$ cat config.mk
export PLATFORM = sky130hd
export DESIGN_NAME = rope_scheduler
export DESIGN_NICKNAME = d
export VERILOG_FILES = /design/src/rtl/rope_scheduler.sv
export SDC_FILE = /design/constraint.sdc
export NUM_CORES = 1
export LEC_CHECK = 0
export CAP_MARGIN = 40
export CORE_MARGIN = 2
export CORE_UTILIZATION = 44
export DETAILED_ROUTE_END_ITERATION = 7
export PLACE_DENSITY = 0.66
export SYNTH_ARGS = -nofsm -noshare
export SYNTH_HDL_FRONTEND = slang
export SYNTH_SLANG_ARGS = --single-unit
$ cat constraint.sdc
create_clock -name clk -period 4.05 [get_ports clk]
set_clock_uncertainty 0.2 [all_clocks]
set_input_delay 0.81 -clock clk [delete_from_list [all_inputs] [get_ports clk]]
set_output_delay 0.81 -clock clk [all_outputs]
set_load 0.02 [all_outputs]
$ cat src/rtl/rope_scheduler.sv
// rope_scheduler: horizontal swing scheduler for a rope sprite.
// The rope's left edge swings between MIN_X and MAX_X while its right edge
// stays fixed, holding DWELL_FRAMES frames at each turnaround. Motion
// advances only on startOfFrame pulses.
// Ports:
//   clk          - system clock, rising edge
//   resetN       - synchronous reset, active-high despite the name
//   startOfFrame - one-cycle pulse per video frame
//   enable       - 1 = rope runs, 0 = rope parks in IDLE
//   freeze       - 1 = player hanging on rope; motion and counting suspended
//   speed_sel    - speed code 0..3 = 32/64/128/256 units/frame (128 = 1 px)
//   topLeftX     - rope left edge, pixels
//   topLeftY     - rope top, pixels (constant)
//   widthX       - rope width, pixels
//   moving       - 1 while swinging and not frozen
//   dir_right    - 1 when the current or next swing is rightward
module rope_scheduler #(
  parameter int INITIAL_X     = 450,
  parameter int INITIAL_Y     = 226,
  parameter int INITIAL_WIDTH = 123,
  parameter int MIN_X         = 400,
  parameter int MAX_X         = 544,
  parameter int DWELL_FRAMES  = 15
) (
  input  logic               clk,
  input  logic               resetN,
  input  logic               startOfFrame,
  input  logic               enable,
  input  logic               freeze,
  input  logic [1:0]         speed_sel,
  output logic signed [10:0] topLeftX,
  output logic signed [10:0] topLeftY,
  output logic signed [10:0] widthX,
  output logic               moving,
  output logic               dir_right
);

  typedef enum logic [2:0] {IDLE, SWING_R, DWELL_R, SWING_L, DWELL_L} state_t;

  localparam logic signed [31:0] POS_INIT   = 32'(INITIAL_X * 128);
  localparam logic signed [31:0] POS_MIN    = 32'(MIN_X * 128);
  localparam logic signed [31:0] POS_MAX    = 32'(MAX_X * 128);
  localparam logic signed [10:0] RIGHT_EDGE = 11'(INITIAL_X + INITIAL_WIDTH);
  localparam logic [15:0]        DWELL_LAST = 16'(DWELL_FRAMES - 1);

  state_t             r_state;
  logic signed [31:0] r_pos;
  logic signed [31:0] r_speed;
  logic [15:0]        r_dwell;
  logic signed [10:0] r_topLeftX;
  logic signed [10:0] r_widthX;
  logic               r_moving;
  logic               r_dir_right;

  logic               w_tick;
  logic signed [31:0] w_speed_new;
  logic signed [31:0] w_pos_add;
  logic signed [31:0] w_pos_sub;
  logic signed [31:0] w_pos_nx;
  logic signed [10:0] w_x_nx;

  assign w_tick      = startOfFrame && enable && !freeze;
  assign w_speed_new = 32'sd32 <<< speed_sel;
  assign w_pos_add   = r_pos + r_speed;
  assign w_pos_sub   = r_pos - r_speed;

  // Next position is resolved combinationally so the registered pixel
  // outputs can be loaded from it on the same edge as the state update.
  always_comb begin
    w_pos_nx = r_pos;
    if (resetN) begin
      w_pos_nx = POS_INIT;
    end else if (w_tick) begin
      case (r_state)
        SWING_R: w_pos_nx = (w_pos_add >= POS_MAX) ? POS_MAX : w_pos_add;
        SWING_L: w_pos_nx = (w_pos_sub <= POS_MIN) ? POS_MIN : w_pos_sub;
        default: w_pos_nx = r_pos;
      endcase
    end
  end

  assign w_x_nx = 11'(w_pos_nx >>> 7);

  always_ff @(posedge clk) begin
    r_pos      <= w_pos_nx;
    r_topLeftX <= w_x_nx;
    r_widthX   <= RIGHT_EDGE - w_x_nx;
    if (resetN) begin
      r_state     <= IDLE;
      r_dwell     <= '0;
      r_speed     <= 32'sd128;
      r_dir_right <= 1'b1;
      r_moving    <= 1'b0;
    end else if (!enable) begin
      r_state     <= IDLE;
      r_dir_right <= 1'b1;
      r_moving    <= 1'b0;
    end else if (freeze) begin
      r_moving <= 1'b0;
    end else if (startOfFrame) begin
      case (r_state)
        IDLE: begin
          r_state     <= SWING_R;
          r_speed     <= w_speed_new;
          r_dir_right <= 1'b1;
          r_moving    <= 1'b1;
        end
        SWING_R: begin
          if (w_pos_add >= POS_MAX) begin
            r_state  <= DWELL_R;
            r_dwell  <= '0;
            r_moving <= 1'b0;
          end else begin
            r_moving <= 1'b1;
          end
        end
        SWING_L: begin
          if (w_pos_sub <= POS_MIN) begin
            r_state  <= DWELL_L;
            r_dwell  <= '0;
            r_moving <= 1'b0;
          end else begin
            r_moving <= 1'b1;
          end
        end
        DWELL_R: begin
          if (r_dwell == DWELL_LAST) begin
            r_state     <= SWING_L;
            r_speed     <= w_speed_new;
            r_dir_right <= 1'b0;
            r_moving    <= 1'b1;
          end else begin
            r_dwell  <= r_dwell + 16'd1;
            r_moving <= 1'b0;
          end
        end
        DWELL_L: begin
          if (r_dwell == DWELL_LAST) begin
            r_state     <= SWING_R;
            r_speed     <= w_speed_new;
            r_dir_right <= 1'b1;
            r_moving    <= 1'b1;
          end else begin
            r_dwell  <= r_dwell + 16'd1;
            r_moving <= 1'b0;
          end
        end
        default: begin
          r_state  <= IDLE;
          r_moving <= 1'b0;
        end
      endcase
    end else begin
      // Between frames only the freeze-dependent moving flag can change.
      r_moving <= (r_state == SWING_R) || (r_state == SWING_L);
    end
  end

  assign topLeftX  = r_topLeftX;
  assign topLeftY  = 11'(INITIAL_Y);
  assign widthX    = r_widthX;
  assign moving    = r_moving;
  assign dir_right = r_dir_right;

endmodule

==> flow_summary.json <==
{
  "p_int_uw": 1260,
  "wl_per_cell_um": 18.5,
  "drive_gt1_share_pct": 25.6,
  "yosysWarnings": 0,
  "gp_congestion": 0.965,
  "synth_edf_count": 0,
  "hp-class": "reg2reg",
  "dpl_worst_slack_ns": -0.131,
  "timing.rr.end": "widthX[6]$_DFF_P_",
  "diodes": 0,
  "netlist_area_um2": 5150,
  "port-buffer-count": 30,
  "h-tree-depth": 3,
  "setup_viol": 0,
  "rr_startpoint": "r_speed[5]$_SDFFE_PP0P_",
  "critPathMaxFanout": 4,
  "grt_pass1_wl_mm": 26.0,
  "fin_crit_sh_pct": 97.9,
  "syn_avg_cell_area_um2": 7.77,
  "ctsHoldBuffers": 0,
  "setup.worst_path.class": "reg2reg",
  "critPathLaunchType": "flop",
  "whs_ns": 0.259,
  "syn_inst": 663,
  "design_area_um2": 6650,
  "floorplan.die.width_um": 112,
  "hpwlAfterDp_mm": 12.4,
  "grt_max_degree": 29,
  "cts_tree": "built",
  "rows": 39,
  "fillCellCount": 1062,
  "hold_viol_final": 0,
  "clockBufferDepth": 2,
  "place_area_um2": 6050,
  "drt_iter0_markers": 571,
  "fin_ws_ns": 0.0865,
  "via_per_inst": 5.97,
  "synth_ff_type": "dfxtp_1",
  "cts.reportedPaths.clkPinSlew_ns": 0.06,
  "critPathCaptureType": "flop",
  "fin_nets": 772,
  "ys_types": 91,
  "dp.cells": 878,
  "fin_util_pct": 58.2,
  "sw_frac_of_total_pct": 23.7,
  "p_sw_uw": 393,
  "fin_crit_ns": 3.96,
  "p_per_area_nw_per_um2": 249,
  "reg2reg_depth": 17,
  "regArea_um2": 1350,
  "multiInputGateArea_um2": 3610,
  "clock_latency_ns": 0.35,
  "pwr-share-clk_pct": 50.4,
  "yosysSeqAreaShare_pct": 26.0,
  "die_height_um": 112,
  "vias": 5381,
  "first_pass_iters": 5,
  "gr-total-overflow": 0,
  "synth.ff_latch_count": 67,
  "pwr-share-seq_pct": 40.4,
  "clock.fmax_mhz": 252,
  "coreArea_um2": 11400,
  "slew_headroom_pct": 63.8,
  "critPathRequiredTime_ns": 4.12,
  "dieArea_um2": 12600,
  "vdd_drop_max_mv": 0.228,
  "slew_violations": 0,
  "grt_pass1_vias": 4976,
  "cts_sinks": 67,
  "ff2ff_setup_slack_ns": 0.09,
  "antenna_found_initial": 0,
  "track_usage_pct": 25.9,
  "most-common-layout-cells": "buf_4 (104), nor2_1 (72), dfxtp_1 (64), nand2_1 (53), a21oi_1 (37)",
  "cap_violations": 0,
  "cp-startpoint": "r_speed[5]$_SDFFE_PP0P_",
  "io_pins": 42,
  "crit_arrival_ns": 4.03,
  "start_util_pct": 45.1,
  "route.detailed.drc": 0,
  "critPathCapture": "widthX[6]$_DFF_P_",
  "synthArstFlopShare_pct": 0,
  "wirelength_mm": 16.6,
  "power_frac_comb_pct": 9.2,
  "worst_slew_pin_slew_ns": 0.538,
  "p_leak_uw": 0.00238,
  "syn2layout_area_growth_pct": 29.0,
  "rsz0062_at_grt": "yes",
  "status": "complete, no violations",
  "layout_commonest_cell": "buf_4",
  "numCtsBuffers": 9,
  "cts_root_buf": "clkbuf_16",
  "layout.cells.non_filler": 901,
  "final_antenna_net_count": 0
}
==> final cells by class <==
cell class                 count  area share (%)
sequential                    67            20.2
tap                          143            2.69
timing repair buffer         137            16.8
clock inverter                 5            1.17
clock buffer                  11            3.50
inverter                      24            1.35
multi-input combinational    514            54.3
==> metrics by stage <==
stage | total power [uW] | TNS, ns
global placement | 822 | -0.0391
finish | 1660 | 0
floorplan | 774 | 0
CTS | 1670 | 0
global route | 1720 | -0.268
detailed placement | 823 | -0.299
==> what timing repair did <==
| action | 4_1_cts | 5_1_grt |
|---|---|---|
| pin swaps | 0 | 26 |
| resized for setup | 2 | 47 |
| setup buffers | 0 | 7 |
| cloned | 0 | 0 |
| endpoints found under the setup margin | 6 | 19 |
==> logic make-up after synthesis <==
| group | count (synthesis) | share of synthesized area (%) |
|---|---|---|
| simple gates | 273 | 28.3 |
| flops | 67 | 26.0 |
| xor+xnor | 36 | 6.26 |
| compound gates | 179 | 26.7 |
| fa+ha+maj | 12 | 3.06 |
| other cells | 2 | 0.146 |
| mux | 3 | 0.607 |
| buf+inv | 91 | 8.96 |
==> worst max-delay path: stages (launching register included) <==
cell and delay, ns:
dfxtp_2 0.35, ha_4 0.13, inv_2 0.03, fa_2 0.38, nor2_1 0.10, buf_4 0.13
o31a_1 0.26, nand3_2 0.10, mux2_4 0.33, nor4b_4 0.41, a31oi_4 0.14, buf_6 0.15
nor2_4 0.14, a2111oi_4 0.09, buf_4 0.17, nor4b_4 0.39, nand3_1 0.17, xnor2_1 0.21
==> power groups by stage <==
| stage | Combinational, uW | Sequential, uW | Clock, uW |
|---|---|---|---|
| after floorplan | 88.9 | 685 | 0 |
| after detailed placement | 140 | 683 | 0 |
| after CTS | 141 | 669 | 857 |
| final | 153 | 669 | 835 |
| after global placement | 139 | 683 | 0 |
| after global routing | 165 | 669 | 885 |
==> cells in the mapped netlist, types with 14 or more instances <==
library cell	instances	area [um^2]
a21oi_1	42	210
buf_4	27	203
clkbuf_1	27	101
dfxtp_1	67	1340
inv_1	24	90.1
nand2_1	53	199
nand3_1	22	110
nand4_1	14	87.6
nor2_1	73	274
nor3_1	27	135
o21ai_0	33	165
or3_1	18	113
xnor2_1	24	210
==> worst min path at each step <==
stage	cells after the start	slack, ns	to	start
2_1_floorplan	1	0.23	r_pos[2]$_SDFFE_PP0P_	r_pos[2]$_SDFFE_PP0P_
3_3_place_gp	1	0.24	r_pos[2]$_SDFFE_PP0P_	r_pos[2]$_SDFFE_PP0P_
3_5_place_dp	1	0.25	r_pos[2]$_SDFFE_PP0P_	r_pos[2]$_SDFFE_PP0P_
4_1_cts	1	0.26	r_pos[3]$_SDFFE_PP0P_	r_pos[3]$_SDFFE_PP0P_
5_1_grt	1	0.28	r_pos[0]$_SDFFE_PP0P_	r_pos[0]$_SDFFE_PP0P_
6_report	1	0.26	r_pos[3]$_SDFFE_PP0P_	r_pos[3]$_SDFFE_PP0P_
==> metal layers <==
| metal | routed length [um] | vias to the layer above | share of wire [%] | track usage (%) |
|---|---|---|---|---|
| met5 | 0 | - | 0 | 0 |
| met4 | 535 | 0 | 3.2 | 10.5 |
| met3 | 1060 | 43 | 6.3 | 4.64 |
| met2 | 7730 | 215 | 46 | 39.9 |
| met1 | 7320 | 2549 | 44 | 35.8 |
| li1 | - | 2574 | - | - |
==> flip-flops by register name (all words and copies together) (netlist names) <==
name       flops
r_pos         31
r_dwell       16
widthX        11
r_speed        4
r_state        3
dir_right      1
moving         1
(Power assumes the default switching activity.)
